`config.mk`:
```
export PLATFORM = sky130hd
export DESIGN_NAME = sif_modport_flat
export DESIGN_NICKNAME = d
export VERILOG_FILES = /design/src/rtl/sif_pkg.sv /design/src/rtl/sif_if.sv /design/src/rtl/sif_addr_scramble.sv /design/src/rtl/sif_modport.sv /design/src/flat_wrapper.sv
export SDC_FILE = /design/constraint.sdc
export NUM_CORES = 1
export LEC_CHECK = 0
export ABC_CLOCK_PERIOD_IN_PS = 800
export CORE_MARGIN = 2
export CORE_UTILIZATION = 38
export DETAILED_ROUTE_END_ITERATION = 10
export GPL_TIMING_DRIVEN = 1
export PLACE_DENSITY = 0.76
export SLEW_MARGIN = 40
export SYNTH_ARGS = -nofsm -noshare
export SYNTH_HDL_FRONTEND = slang
export SYNTH_SLANG_ARGS = --single-unit
```
`constraint.sdc`:
```
create_clock -name clk -period 0.8 [get_ports clk]
set_input_delay 0.16 -clock clk [delete_from_list [all_inputs] [get_ports clk]]
set_output_delay 0.16 -clock clk [all_outputs]
set_load 0.01 [all_outputs]
```
`src/rtl/sif_pkg.sv`:
```
// Shared definitions for the SIF slave: default widths, op encoding and the
// read-data address scramble.
package sif_pkg;

  localparam int unsigned SIF_ADDR_W = 16;
  localparam int unsigned SIF_DATA_W = 16;

  // Op code is {rst_n, wr_s, rd_s}; any code with rst_n low is a reset.
  typedef enum logic [2:0] {
    OpReset = 3'b000,
    OpIdle  = 3'b100,
    OpRead  = 3'b101,
    OpWrite = 3'b110,
    OpWrRd  = 3'b111
  } op_e;

  function automatic logic [SIF_ADDR_W-1:0] scramble_addr(input logic [SIF_ADDR_W-1:0] a);
    logic [SIF_ADDR_W-1:0] r;
    r    = a;
    r[8] = a[8] ^ a[4];
    r[7] = a[7] ^ a[5];
    return r;
  endfunction

endpackage

```
`src/rtl/sif_if.sv`:
```
// SIF bus bundle: host-side xa port plus forwarded wa write port.
interface sif_if
  import sif_pkg::*;
#(
  parameter int unsigned ADDR_W = SIF_ADDR_W,
  parameter int unsigned DATA_W = SIF_DATA_W
);

  logic [ADDR_W-1:0] xa_addr;
  logic [DATA_W-1:0] xa_data_wr;
  logic              xa_wr_s;
  logic              xa_rd_s;
  logic [DATA_W-1:0] xa_data_rd;
  logic [ADDR_W-1:0] wa_addr;
  logic [DATA_W-1:0] wa_data_wr;
  logic              wa_wr_s;

  modport master (
    output xa_addr, xa_data_wr, xa_wr_s, xa_rd_s,
    input  xa_data_rd, wa_addr, wa_data_wr, wa_wr_s
  );

  modport slave (
    input  xa_addr, xa_data_wr, xa_wr_s, xa_rd_s,
    output xa_data_rd, wa_addr, wa_data_wr, wa_wr_s
  );

endinterface

```
`src/rtl/sif_addr_scramble.sv`:
```
// Combinational read-data scramble: bits 8 and 7 pick up bits 4 and 5.
module sif_addr_scramble #(
  parameter int unsigned ADDR_W = 16
) (
  input  logic [ADDR_W-1:0] i_addr,
  output logic [ADDR_W-1:0] o_addr
);

  always_comb begin
    o_addr    = i_addr;
    o_addr[8] = i_addr[8] ^ i_addr[4];
    o_addr[7] = i_addr[7] ^ i_addr[5];
  end

endmodule

```
`src/rtl/sif_modport.sv`:
```
// SIF slave: registers xa writes onto the wa port and answers xa reads with
// the scrambled read address, both with one cycle of latency.
module sif_modport
  import sif_pkg::*;
#(
  parameter int unsigned ADDR_W = SIF_ADDR_W,
  parameter int unsigned DATA_W = SIF_DATA_W
) (
  input logic  clk,
  input logic  rst_n,
  sif_if.slave bus
);

  logic [2:0]        w_op;
  logic              w_wr_en;
  logic              w_rd_en;
  logic [ADDR_W-1:0] w_scr;

  logic              r_wa_wr_s;
  logic [ADDR_W-1:0] r_wa_addr;
  logic [DATA_W-1:0] r_wa_data;
  logic [DATA_W-1:0] r_rd_data;

  sif_addr_scramble #(
    .ADDR_W (ADDR_W)
  ) u_scramble (
    .i_addr (bus.xa_addr),
    .o_addr (w_scr)
  );

  assign w_op = {rst_n, bus.xa_wr_s, bus.xa_rd_s};

  // Read and write paths are independent, so OpWrRd enables both.
  always_comb begin
    w_wr_en = 1'b0;
    w_rd_en = 1'b0;
    case (w_op)
      OpWrite: w_wr_en = 1'b1;
      OpRead:  w_rd_en = 1'b1;
      OpWrRd: begin
        w_wr_en = 1'b1;
        w_rd_en = 1'b1;
      end
      default: ;
    endcase
  end

  always_ff @(posedge clk or negedge rst_n) begin
    if (!rst_n) begin
      r_wa_wr_s <= 1'b0;
      r_wa_addr <= '0;
      r_wa_data <= '0;
      r_rd_data <= '0;
    end else begin
      r_wa_wr_s <= w_wr_en;
      if (w_wr_en) begin
        r_wa_addr <= bus.xa_addr;
        r_wa_data <= bus.xa_data_wr;
      end
      if (w_rd_en) begin
        r_rd_data <= w_scr;
      end
    end
  end

  assign bus.wa_wr_s    = r_wa_wr_s;
  assign bus.wa_addr    = r_wa_addr;
  assign bus.wa_data_wr = r_wa_data;
  assign bus.xa_data_rd = r_rd_data;

endmodule

```
`src/flat_wrapper.sv`:
```
// flat-port wrapper written by rule: the top's interface ports become plain ports
module sif_modport_flat import sif_pkg::*;
#(
  parameter int unsigned ADDR_W = SIF_ADDR_W,
  parameter int unsigned DATA_W = SIF_DATA_W
)
  (clk, rst_n, bus_xa_addr, bus_xa_data_wr, bus_xa_wr_s, bus_xa_rd_s, bus_xa_data_rd, bus_wa_addr, bus_wa_data_wr, bus_wa_wr_s);
  sif_if #(.ADDR_W(ADDR_W), .DATA_W(DATA_W)) bus_i ();
  input logic clk;
  input logic rst_n;
  input wire logic [$bits(bus_i.xa_addr)-1:0] bus_xa_addr;
  input wire logic [$bits(bus_i.xa_data_wr)-1:0] bus_xa_data_wr;
  input wire logic [$bits(bus_i.xa_wr_s)-1:0] bus_xa_wr_s;
  input wire logic [$bits(bus_i.xa_rd_s)-1:0] bus_xa_rd_s;
  output wire logic [$bits(bus_i.xa_data_rd)-1:0] bus_xa_data_rd;
  output wire logic [$bits(bus_i.wa_addr)-1:0] bus_wa_addr;
  output wire logic [$bits(bus_i.wa_data_wr)-1:0] bus_wa_data_wr;
  output wire logic [$bits(bus_i.wa_wr_s)-1:0] bus_wa_wr_s;
  assign bus_i.xa_addr = bus_xa_addr;
  assign bus_i.xa_data_wr = bus_xa_data_wr;
  assign bus_i.xa_wr_s = bus_xa_wr_s;
  assign bus_i.xa_rd_s = bus_xa_rd_s;
  assign bus_xa_data_rd = bus_i.xa_data_rd;
  assign bus_wa_addr = bus_i.wa_addr;
  assign bus_wa_data_wr = bus_i.wa_data_wr;
  assign bus_wa_wr_s = bus_i.wa_wr_s;
  sif_modport #(.ADDR_W(ADDR_W), .DATA_W(DATA_W)) u_core (.clk(clk), .rst_n(rst_n), .bus(bus_i));
endmodule
```
==> results of run 1 <==
==> per-stage QoR <==
stage	util (%)	area, um2	cells	worst slack (ns)
floorplan	-	2030	106	-0.00265
global placement	58.8	2990	266	-0.683
detailed placement	58.8	2990	266	-0.738
CTS	59.7	3030	291	-0.227
global route	62.4	3160	299	-0.252
finish	62.4	3160	299	-0.221
==> how the worst min path moves through the flow <==
stage / start / to / depth (start not counted)
finish: rst_n / u_core.bus.wa_addr[9] / 3
global route: rst_n / u_core.bus.xa_data_rd[1] / 3
CTS: bus_xa_addr[7] / u_core.bus.wa_addr[7] / 2
detailed placement: u_core.bus.wa_data_wr[4] / u_core.bus.wa_data_wr[4] / 1
global placement: u_core.bus.wa_data_wr[15] / u_core.bus.wa_data_wr[15] / 1
floorplan: rst_n / u_core.bus.wa_addr[0] / 0
==> metal layers <==
metal  vias to the layer above  global-route usage (%)  share of wire (%)  wire length, um
met5                         -                       0                  0                0
met4                         0                    4.73               0.96               49
met3                         5                    5.69                6.2              314
met2                        53                    29.7                 52             2640
met1                       703                    22.3                 41             2100
li1                        613                       -                  -                -
==> registers in the layout, indices dropped and copies added (netlist names) <==
| name | flops |
|---|---|
| u_core.bus.wa_data_wr | 16 |
| u_core.bus.wa_addr | 16 |
| u_core.bus.wa_wr_s | 1 |
| u_core.bus.xa_data_rd | 16 |
==> cells in the mapped netlist <==
library cell / count / area [um2]
mux2_4: 39 / 586
dfrtp_1: 49 / 1230
xor2_1: 2 / 17.5
mux2_2: 9 / 101
buf_6: 4 / 45.0
nand2_2: 2 / 12.5
inv_1: 1 / 3.75
==> worst reg2reg max path, delay by kind of cell (launching register included) <==
kind	cells	cell delay (ns)
buffers and inverters	1	0.14
DFF	1	0.41
muxes	1	0.25
==> layout make-up <==
type	instances	area (um2)
clock buffers	6	82.6
clock inverters	2	37.5
flip-flops and latches	49	1230
repair buffers	115	925
well taps	70	87.6
multi-input cells	56	802
inverters	1	3.75
fillers	423	1910
==> power by group <==
| group | total (uW) | switching (uW) | internal [uW] |
|---|---|---|---|
| Clock | 1850 | 837 | 1020 |
| Sequential | 3080 | 234 | 2840 |
| Combinational | 1950 | 706 | 1240 |
| Total | 6880 | 1780 | 5100 |
==> kinds of logic (layout without fill, tap and decap cells) <==
kind of cell | after synthesis | count (layout)
flip-flops | 49 | 49
multiplexers | 48 | 48
buffers and inverters | 5 | 124
XOR/XNOR | 2 | 2
AND/OR/NAND/NOR | 2 | 6
==> timing repair <==
| action | CTS | global route |
|---|---|---|
| setup buffers | 17 | 9 |
| resized for setup | 215 | 18 |
| gates cloned | 4 | 0 |
| endpoints found under the setup margin | 98 | 84 |
| pin swaps | 3 | 0 |
==> flow_metrics.tcl, run 1 <==
set metrics [dict create \
    status "complete, but fails checks" \
    violations "negative setup slack" \
    syn_area_per_cell_um2 18.8 \
    drv_slew 0 \
    critPathCaptureType "output port" \
    pin_count 85 \
    drc_errors 0 \
    grt_max_degree 50 \
    min_period_ns 1.02 \
    finalHoldViolCount 0 \
    fmax_mhz 979 \
    r2r_cells 2 \
    synthToLayoutAreaGrowth_pct 58.9 \
    rows 26 \
    power_uw 6880 \
    syn_inst 106 \
    yosys.area_share.adder_pct 0 \
    relSlewSlack_pct 70.7 \
    antenna_found_initial 0 \
    cpPeakStageDelay_ns 0.41 \
    ys_seq_area_share_pct 61.6 \
    core_area_um2 5070 \
    hold_class "in2async" \
    numCtsBuffers 5 \
    required_ns 0.64 \
    synthXorXnorAreaFrac_pct 0.879 \
    grt_pass1_wl_um 8020 \
    final_common_cell "dfrtp_1" \
    power.leakage_uw 0.00160 \
    h-tree-depth 2 \
    hold-worst-slack_ns 0.179 \
    syn_nets 142 \
    vias_per_cell 4.60 \
    reg2reg_slack_ns -0.11 \
    vias 1374 \
    cts_tree "done" \
    ctsLongestPathBuffers 2 \
    crit_path_end "bus_wa_data_wr[1]" \
    final_nets 264 \
    start_util_pct 39.3 \
    setup_viol 76 \
    drive_above_1_share_pct 63.3 \
    routed_wl_um 5100 \
    yosysWarnings 0 \
    final_cell_mix "dfrtp_1 (49), buf_2 (42), mux2_4 (40), clkdlybuf4s50_1 (28), buf_6 (20)" \
    vdd_drop_max_mv 1.24 \
    grt_util_all_layers_pct 17.8 \
    crit_fanout 2 \
    place.port_buffers 84 \
    gp_congestion 0.722 \
    rsz0062_at_grt "true" \
    path_cells "buf_2" \
    path_clk_slew_ns 0.09 \
    critPathLaunchType "register" \
    worst_pin_slew_ns 0.440 \
    drt-pass1-iter-count 4 \
    worstPathArrival_ns 0.86 \
    mappedNetlistArea_um2 1990 \
    crit_family "flip-flops" \
    grt_pass1_vias 1525 \
    cp_num_cells 1 \
    r2r-start "u_core.bus.wa_addr[4]" \
    die_height_um 76.4 \
    cts-root-buf "clkbuf_8" \
    antenna_cells 0 \
    ys_seq_elements 49 \
    cts_hold_buf 0 \
    wl_per_cell_um 17.1 \
    drt_iter0_markers 23 \
    synthDistinctLibCells 7 \
    cp_slowest_cell "dfrtp_1" \
    period_share_pct 128 \
    synth-compound-area-share_pct 0 \
    die_area_um2 5840 \
    worst_r2r_endpoint "u_core.bus.wa_addr[4]" \
    synthMuxAreaShare_pct 34.5 \
    grt-ovfl-total 0 \
    place_hpwl_um 3140 \
    setup_tns_ns -11.51 \
    cap_viol_max_count 0 \
    powerDensity_nw_per_um2 2170 \
    critPathKind "reg2out" \
    synth_top_family_by_area "multiplexers" \
    layout_setup_ws_ns -0.221 \
    crit_path_start "u_core.bus.wa_data_wr[1]" \
    yosys.area_share.simple_pct 0.628 \
    cp_num_buf_inv 1 \
    clk_latency_ns 0.30 \
    skew_ns 0 \
    fp.dieW_um 76.4 \
    postRouteAntennaNets 0 \
    cts_num_sinks 49 \
]
Power figures use the tool's default switching activity.
==> inputs of run 2 (changes only) <==
--- a/config.mk
+++ b/config.mk
@@ -6,12 +6,13 @@
 export NUM_CORES = 1
 export LEC_CHECK = 0
 export ABC_CLOCK_PERIOD_IN_PS = 800
+export CAP_MARGIN = 15
 export CORE_MARGIN = 2
-export CORE_UTILIZATION = 38
+export CORE_UTILIZATION = 30
 export DETAILED_ROUTE_END_ITERATION = 10
 export GPL_TIMING_DRIVEN = 1
-export PLACE_DENSITY = 0.76
 export SLEW_MARGIN = 40
 export SYNTH_ARGS = -nofsm -noshare
 export SYNTH_HDL_FRONTEND = slang
 export SYNTH_SLANG_ARGS = --single-unit
+export TNS_END_PERCENT = 1
==> flow_metrics.tcl, run 2 (synthesis results as in run 1) <==
set metrics [dict create \
    critPathCaptureType "output port" \
    postRouteAntennaNets 0 \
    met3_length_um 390 \
    fp.dieW_um 85.5 \
    required_ns 0.64 \
    hold_class "in2async" \
    synthToLayoutAreaGrowth_pct 55.9 \
    gp_congestion 0.743 \
    rsz0062_at_grt "true" \
    place_hpwl_um 3340 \
    antenna_cells 0 \
    grt_max_degree 30 \
    place.port_buffers 84 \
    cp_num_buf_inv 1 \
    drt_iter0_markers 20 \
    grt_util_all_layers_pct 13.8 \
    power_uw 6970 \
    power.leakage_uw 0.00157 \
    rows 29 \
    grt_pass1_vias 1514 \
    cap_viol_max_count 0 \
    cts-root-buf "clkbuf_8" \
    setup_viol 66 \
    routed_wl_um 4770 \
    cts_tree "done" \
    top_layer "met4" \
    fmax_mhz 987 \
    die_height_um 85.5 \
    start_util_pct 31.2 \
    grt-ovfl-total 0 \
    die_area_um2 7310 \
    finalHoldViolCount 0 \
    wl_met2_um 2400 \
    setup_tns_ns -10.51 \
    period_share_pct 127 \
    final_nets 256 \
    final_common_cell "dfrtp_1" \
    drv_slew 0 \
    status "complete, but fails checks" \
    final_cell_mix "dfrtp_1 (49), mux2_4 (40), buf_2 (40), clkdlybuf4s50_1 (29), buf_4 (20)" \
    grt_pass1_wl_um 7690 \
    layout_setup_ws_ns -0.213 \
    numCtsBuffers 5 \
    cp_slowest_cell "dfrtp_1" \
    wl_per_cell_um 16.0 \
    drt-pass1-iter-count 4 \
    wirelength_met1_um 1950 \
    vias 1298 \
    clk_latency_ns 0.30 \
    skew_ns 0 \
    worst_pin_slew_ns 0.367 \
    violations "negative setup slack" \
    vias_per_cell 4.36 \
    n_fill_cell 579 \
    cpPeakStageDelay_ns 0.41 \
    critPathLaunchType "register" \
    ctsLongestPathBuffers 2 \
    drive_above_1_share_pct 61.5 \
    critPathKind "reg2out" \
    worstPathArrival_ns 0.85 \
    relSlewSlack_pct 75.5 \
    crit_fanout 2 \
    cts_num_sinks 49 \
    core_area_um2 6390 \
    antenna_found_initial 0 \
    drc_errors 0 \
    powerDensity_nw_per_um2 2240 \
    path_cells "buf_2" \
    path_clk_slew_ns 0.09 \
    pin_count 85 \
    final_core_util_pct 48.6 \
    h-tree-depth 2 \
    crit_family "flip-flops" \
    min_period_ns 1.01 \
    vdd_drop_max_mv 0.934 \
]
-- run 2: final timing paths --
kind                                           start                   endpoint  slack, ns  cells past startpoint
max reg2reg                   u_core.bus.wa_addr[14]     u_core.bus.wa_addr[14]      -0.17                      3
min in group clk                      bus_xa_addr[8]      u_core.bus.wa_addr[8]       0.28                      2
min                                            rst_n  u_core.bus.xa_data_rd[15]       0.02                      2
min reg2reg                u_core.bus.wa_data_wr[14]  u_core.bus.wa_data_wr[14]       0.51                      1
max in group asynchronous                      rst_n  u_core.bus.xa_data_rd[12]       0.10                      3
max                            u_core.bus.wa_addr[2]             bus_wa_addr[2]      -0.21                      1
-- run 2: worst reg2reg max path, stage by stage (launching register included) --
cell and delay [ns]:
dfrtp_1 0.39, buf_4 0.13, buf_6 0.10, mux2_4 0.24
-- run 2: power by group --
| group | switching [uW] | leakage [uW] | internal (uW) | total, uW |
|---|---|---|---|---|
| Combinational | 668 | 0.000922 | 1160 | 1830 |
| Sequential | 212 | 0.000576 | 2840 | 3050 |
| Clock | 839 | 0.0000681 | 1240 | 2080 |
-- run 2: per-layer routing --
metal / vias up / GRT usage (%)
met5: - / 0
met4: 0 / 3.46
li1: 595 / -
met2: 56 / 23.4
met1: 645 / 16.5
met3: 2 / 5.45
-- run 2: final cells by class --
| cell class | count | area [um2] | area share, % |
|---|---|---|---|
| multi-input combinational | 53 | 759 | 24.5 |
| inverter | 1 | 3.75 | 0.121 |
| timing repair buffer | 110 | 886 | 28.5 |
| clock buffer | 5 | 68.8 | 2.22 |
| tap | 77 | 96.3 | 3.10 |
| sequential | 49 | 1230 | 39.5 |
| clock inverter | 3 | 65.1 | 2.10 |
-- run 2: metrics by stage --
stage | std cells | cell area [um2] | setup WS [ns] | hold WS, ns
floorplan | 106 | 2030 | -0.00265 | -0.136
global placement | 277 | 3040 | -0.606 | 0.355
detailed placement | 277 | 3040 | -0.637 | 0.358
CTS | 298 | 3070 | -0.225 | 0.0338
global route | 298 | 3110 | -0.254 | 0.0377
finish | 298 | 3110 | -0.213 | 0.0158
-- run 2: repair_timing --
action | CTS | global route
endpoints found under the hold margin | 20 | 0
hold buffers | 1 | 0
setup buffers | 11 | 0
setup endpoints to repair | 98 | 70
pin swaps | 1 | 0
cloned | 1 | 0
resized for setup | 213 | 7
==> inputs of run 3 (changes only) <==
--- a/config.mk
+++ b/config.mk
@@ -11,6 +11,7 @@
 export CORE_UTILIZATION = 30
 export DETAILED_ROUTE_END_ITERATION = 10
 export GPL_TIMING_DRIVEN = 1
+export HOLD_SLACK_MARGIN = 0.15
 export SLEW_MARGIN = 40
 export SYNTH_ARGS = -nofsm -noshare
 export SYNTH_HDL_FRONTEND = slang
==> flow_metrics.tcl, run 3 (synthesis results as in run 1) <==
set metrics [dict create \
    status "complete, but fails checks" \
    violations "negative setup slack" \
    postRouteAntennaNets 0 \
    final_common_cell "dfrtp_1" \
    rsz0062_at_grt "true" \
    grt_pass1_vias 1510 \
    drt_iter0_markers 21 \
    grt_util_all_layers_pct 13.8 \
    seq_power_share_pct 43.8 \
    vdd_drop_max_mv 0.934 \
    grt_max_degree 30 \
    synthToLayoutAreaGrowth_pct 56.3 \
    critPathCaptureType "output port" \
    ctsLongestPathBuffers 2 \
    p_int_uw 5250 \
    min_period_ns 1.01 \
    antenna_found_initial 0 \
    drc_errors 0 \
    min_path_cells 2 \
    cts_num_sinks 49 \
    p_comb_share_pct 26.3 \
    final_cell_mix "dfrtp_1 (49), mux2_4 (40), buf_2 (40), clkdlybuf4s50_1 (29), buf_4 (19)" \
    finalHoldViolCount 0 \
    clockPowerShare_pct 29.9 \
    min-delay-start "bus_xa_addr[8]" \
    final_nets 256 \
    antenna_cells 0 \
    path_cells "buf_2" \
    drv_slew 0 \
    cap_viol_max_count 0 \
    relSlewSlack_pct 85.6 \
    grt-ovfl-total 0 \
    crit_fanout 2 \
    gp_congestion 0.743 \
    place_hpwl_um 3340 \
    fmax_mhz 988 \
    cts-root-buf "clkbuf_8" \
    setup_viol 66 \
    core_area_um2 6390 \
    power.leakage_uw 0.00157 \
    r2r_cells 3 \
    switching_share_pct 24.7 \
    crit_family "flip-flops" \
    drive_above_1_share_pct 61.5 \
    pin_count 85 \
    vias_per_cell 4.36 \
    powerDensity_nw_per_um2 2240 \
    cpPeakStageDelay_ns 0.41 \
    numCtsBuffers 5 \
    switchingPower_uw 1720 \
    place.port_buffers 84 \
    vias 1300 \
    required_ns 0.64 \
    start_util_pct 31.2 \
    worst_hold_path.endpoint "u_core.bus.wa_addr[8]" \
    layout_setup_ws_ns -0.212 \
    worst_r2r_endpoint "u_core.bus.wa_addr[14]" \
    worstPathArrival_ns 0.85 \
    worst_pin_slew_ns 0.216 \
    setup_tns_ns -10.47 \
    cts_tree "done" \
    critPathLaunchType "register" \
    routed_wl_um 4780 \
    r2r-start "u_core.bus.wa_addr[14]" \
    path_clk_slew_ns 0.09 \
    wl_per_cell_um 16.0 \
    fp.dieW_um 85.5 \
    die_height_um 85.5 \
    cp_slowest_cell "dfrtp_1" \
    drt-pass1-iter-count 4 \
    clk_latency_ns 0.30 \
    h-tree-depth 2 \
    period_share_pct 127 \
    cp_num_buf_inv 1 \
    hold_class "in2reg" \
    rows 29 \
    pre_cts_slack_ns -0.637 \
    grt_pass1_wl_um 7690 \
    critPathKind "reg2out" \
    skew_ns 0 \
    die_area_um2 7310 \
    reg2reg_slack_ns -0.17 \
]
==> run 3: cell count changes in the layout (fill, tap and decap cells not counted) <==
cell,delta
buf_8,+1
buf_4,-1
==> run 3: cell type report <==
| cell class | instances | area, um2 |
|---|---|---|
| fillers | 581 | 3270 |
| clock buffers | 5 | 68.8 |
| clock inverters | 3 | 65.1 |
| inverters | 1 | 3.75 |
| repair buffers | 110 | 893 |
| flip-flops and latches | 49 | 1230 |
| multi-input cells | 53 | 759 |
| well taps | 77 | 96.3 |
==> run 3: through the flow <==
step	hold WS [ns]	instance area (um2)	power, uW	std cells	util (%)
final	0.280	3110	6970	298	48.7
after global routing	0.263	3110	7350	298	48.7
after CTS	0.267	3070	7010	298	48.1
after detailed placement	0.358	3040	5090	277	47.6
after global placement	0.355	3040	5030	277	47.6
after floorplan	-0.136	2030	3870	106	-
==> run 3: repair_timing <==
action                                  in CTS  in global routing
endpoints found under the setup margin      98                117
gates resized for setup                    213                 10
hold endpoints to repair                    49                  0
hold buffers                                 1                  0
gates cloned                                 1                  0
setup buffers                               11                  0
pin swaps                                    1                  0
==> run 3: worst max path at each step <==
stage	startpoint	end	slack [ns]	cells after the start
floorplan	bus_xa_wr_s	u_core.bus.wa_addr[10]	-0.003	3
finish	u_core.bus.wa_addr[2]	bus_wa_addr[2]	-0.21	1
global placement	bus_xa_wr_s	u_core.bus.wa_addr[0]	-0.61	4
detailed placement	bus_xa_wr_s	u_core.bus.wa_data_wr[15]	-0.64	4
CTS	u_core.bus.xa_data_rd[1]	bus_xa_data_rd[1]	-0.22	1
global route	u_core.bus.wa_addr[11]	bus_wa_addr[11]	-0.25	1
==> run 3: per-layer routing <==
| metal | global-route usage [%] | share of wire, % |
|---|---|---|
| met5 | 0 | 0 |
| met3 | 5.45 | 8.3 |
| met2 | 23.3 | 50 |
| met4 | 3.46 | 1.0 |
| met1 | 16.5 | 40 |
==> run 3: power groups by stage <==
| stage | registers, uW | logic, uW | clock network (uW) |
|---|---|---|---|
| CTS | 3050 | 1820 | 2140 |
| detailed placement | 3090 | 2000 | 0 |
| global placement | 3090 | 1950 | 0 |
| global route | 3100 | 1970 | 2280 |
| finish | 3050 | 1840 | 2080 |
| floorplan | 3250 | 622 | 0 |
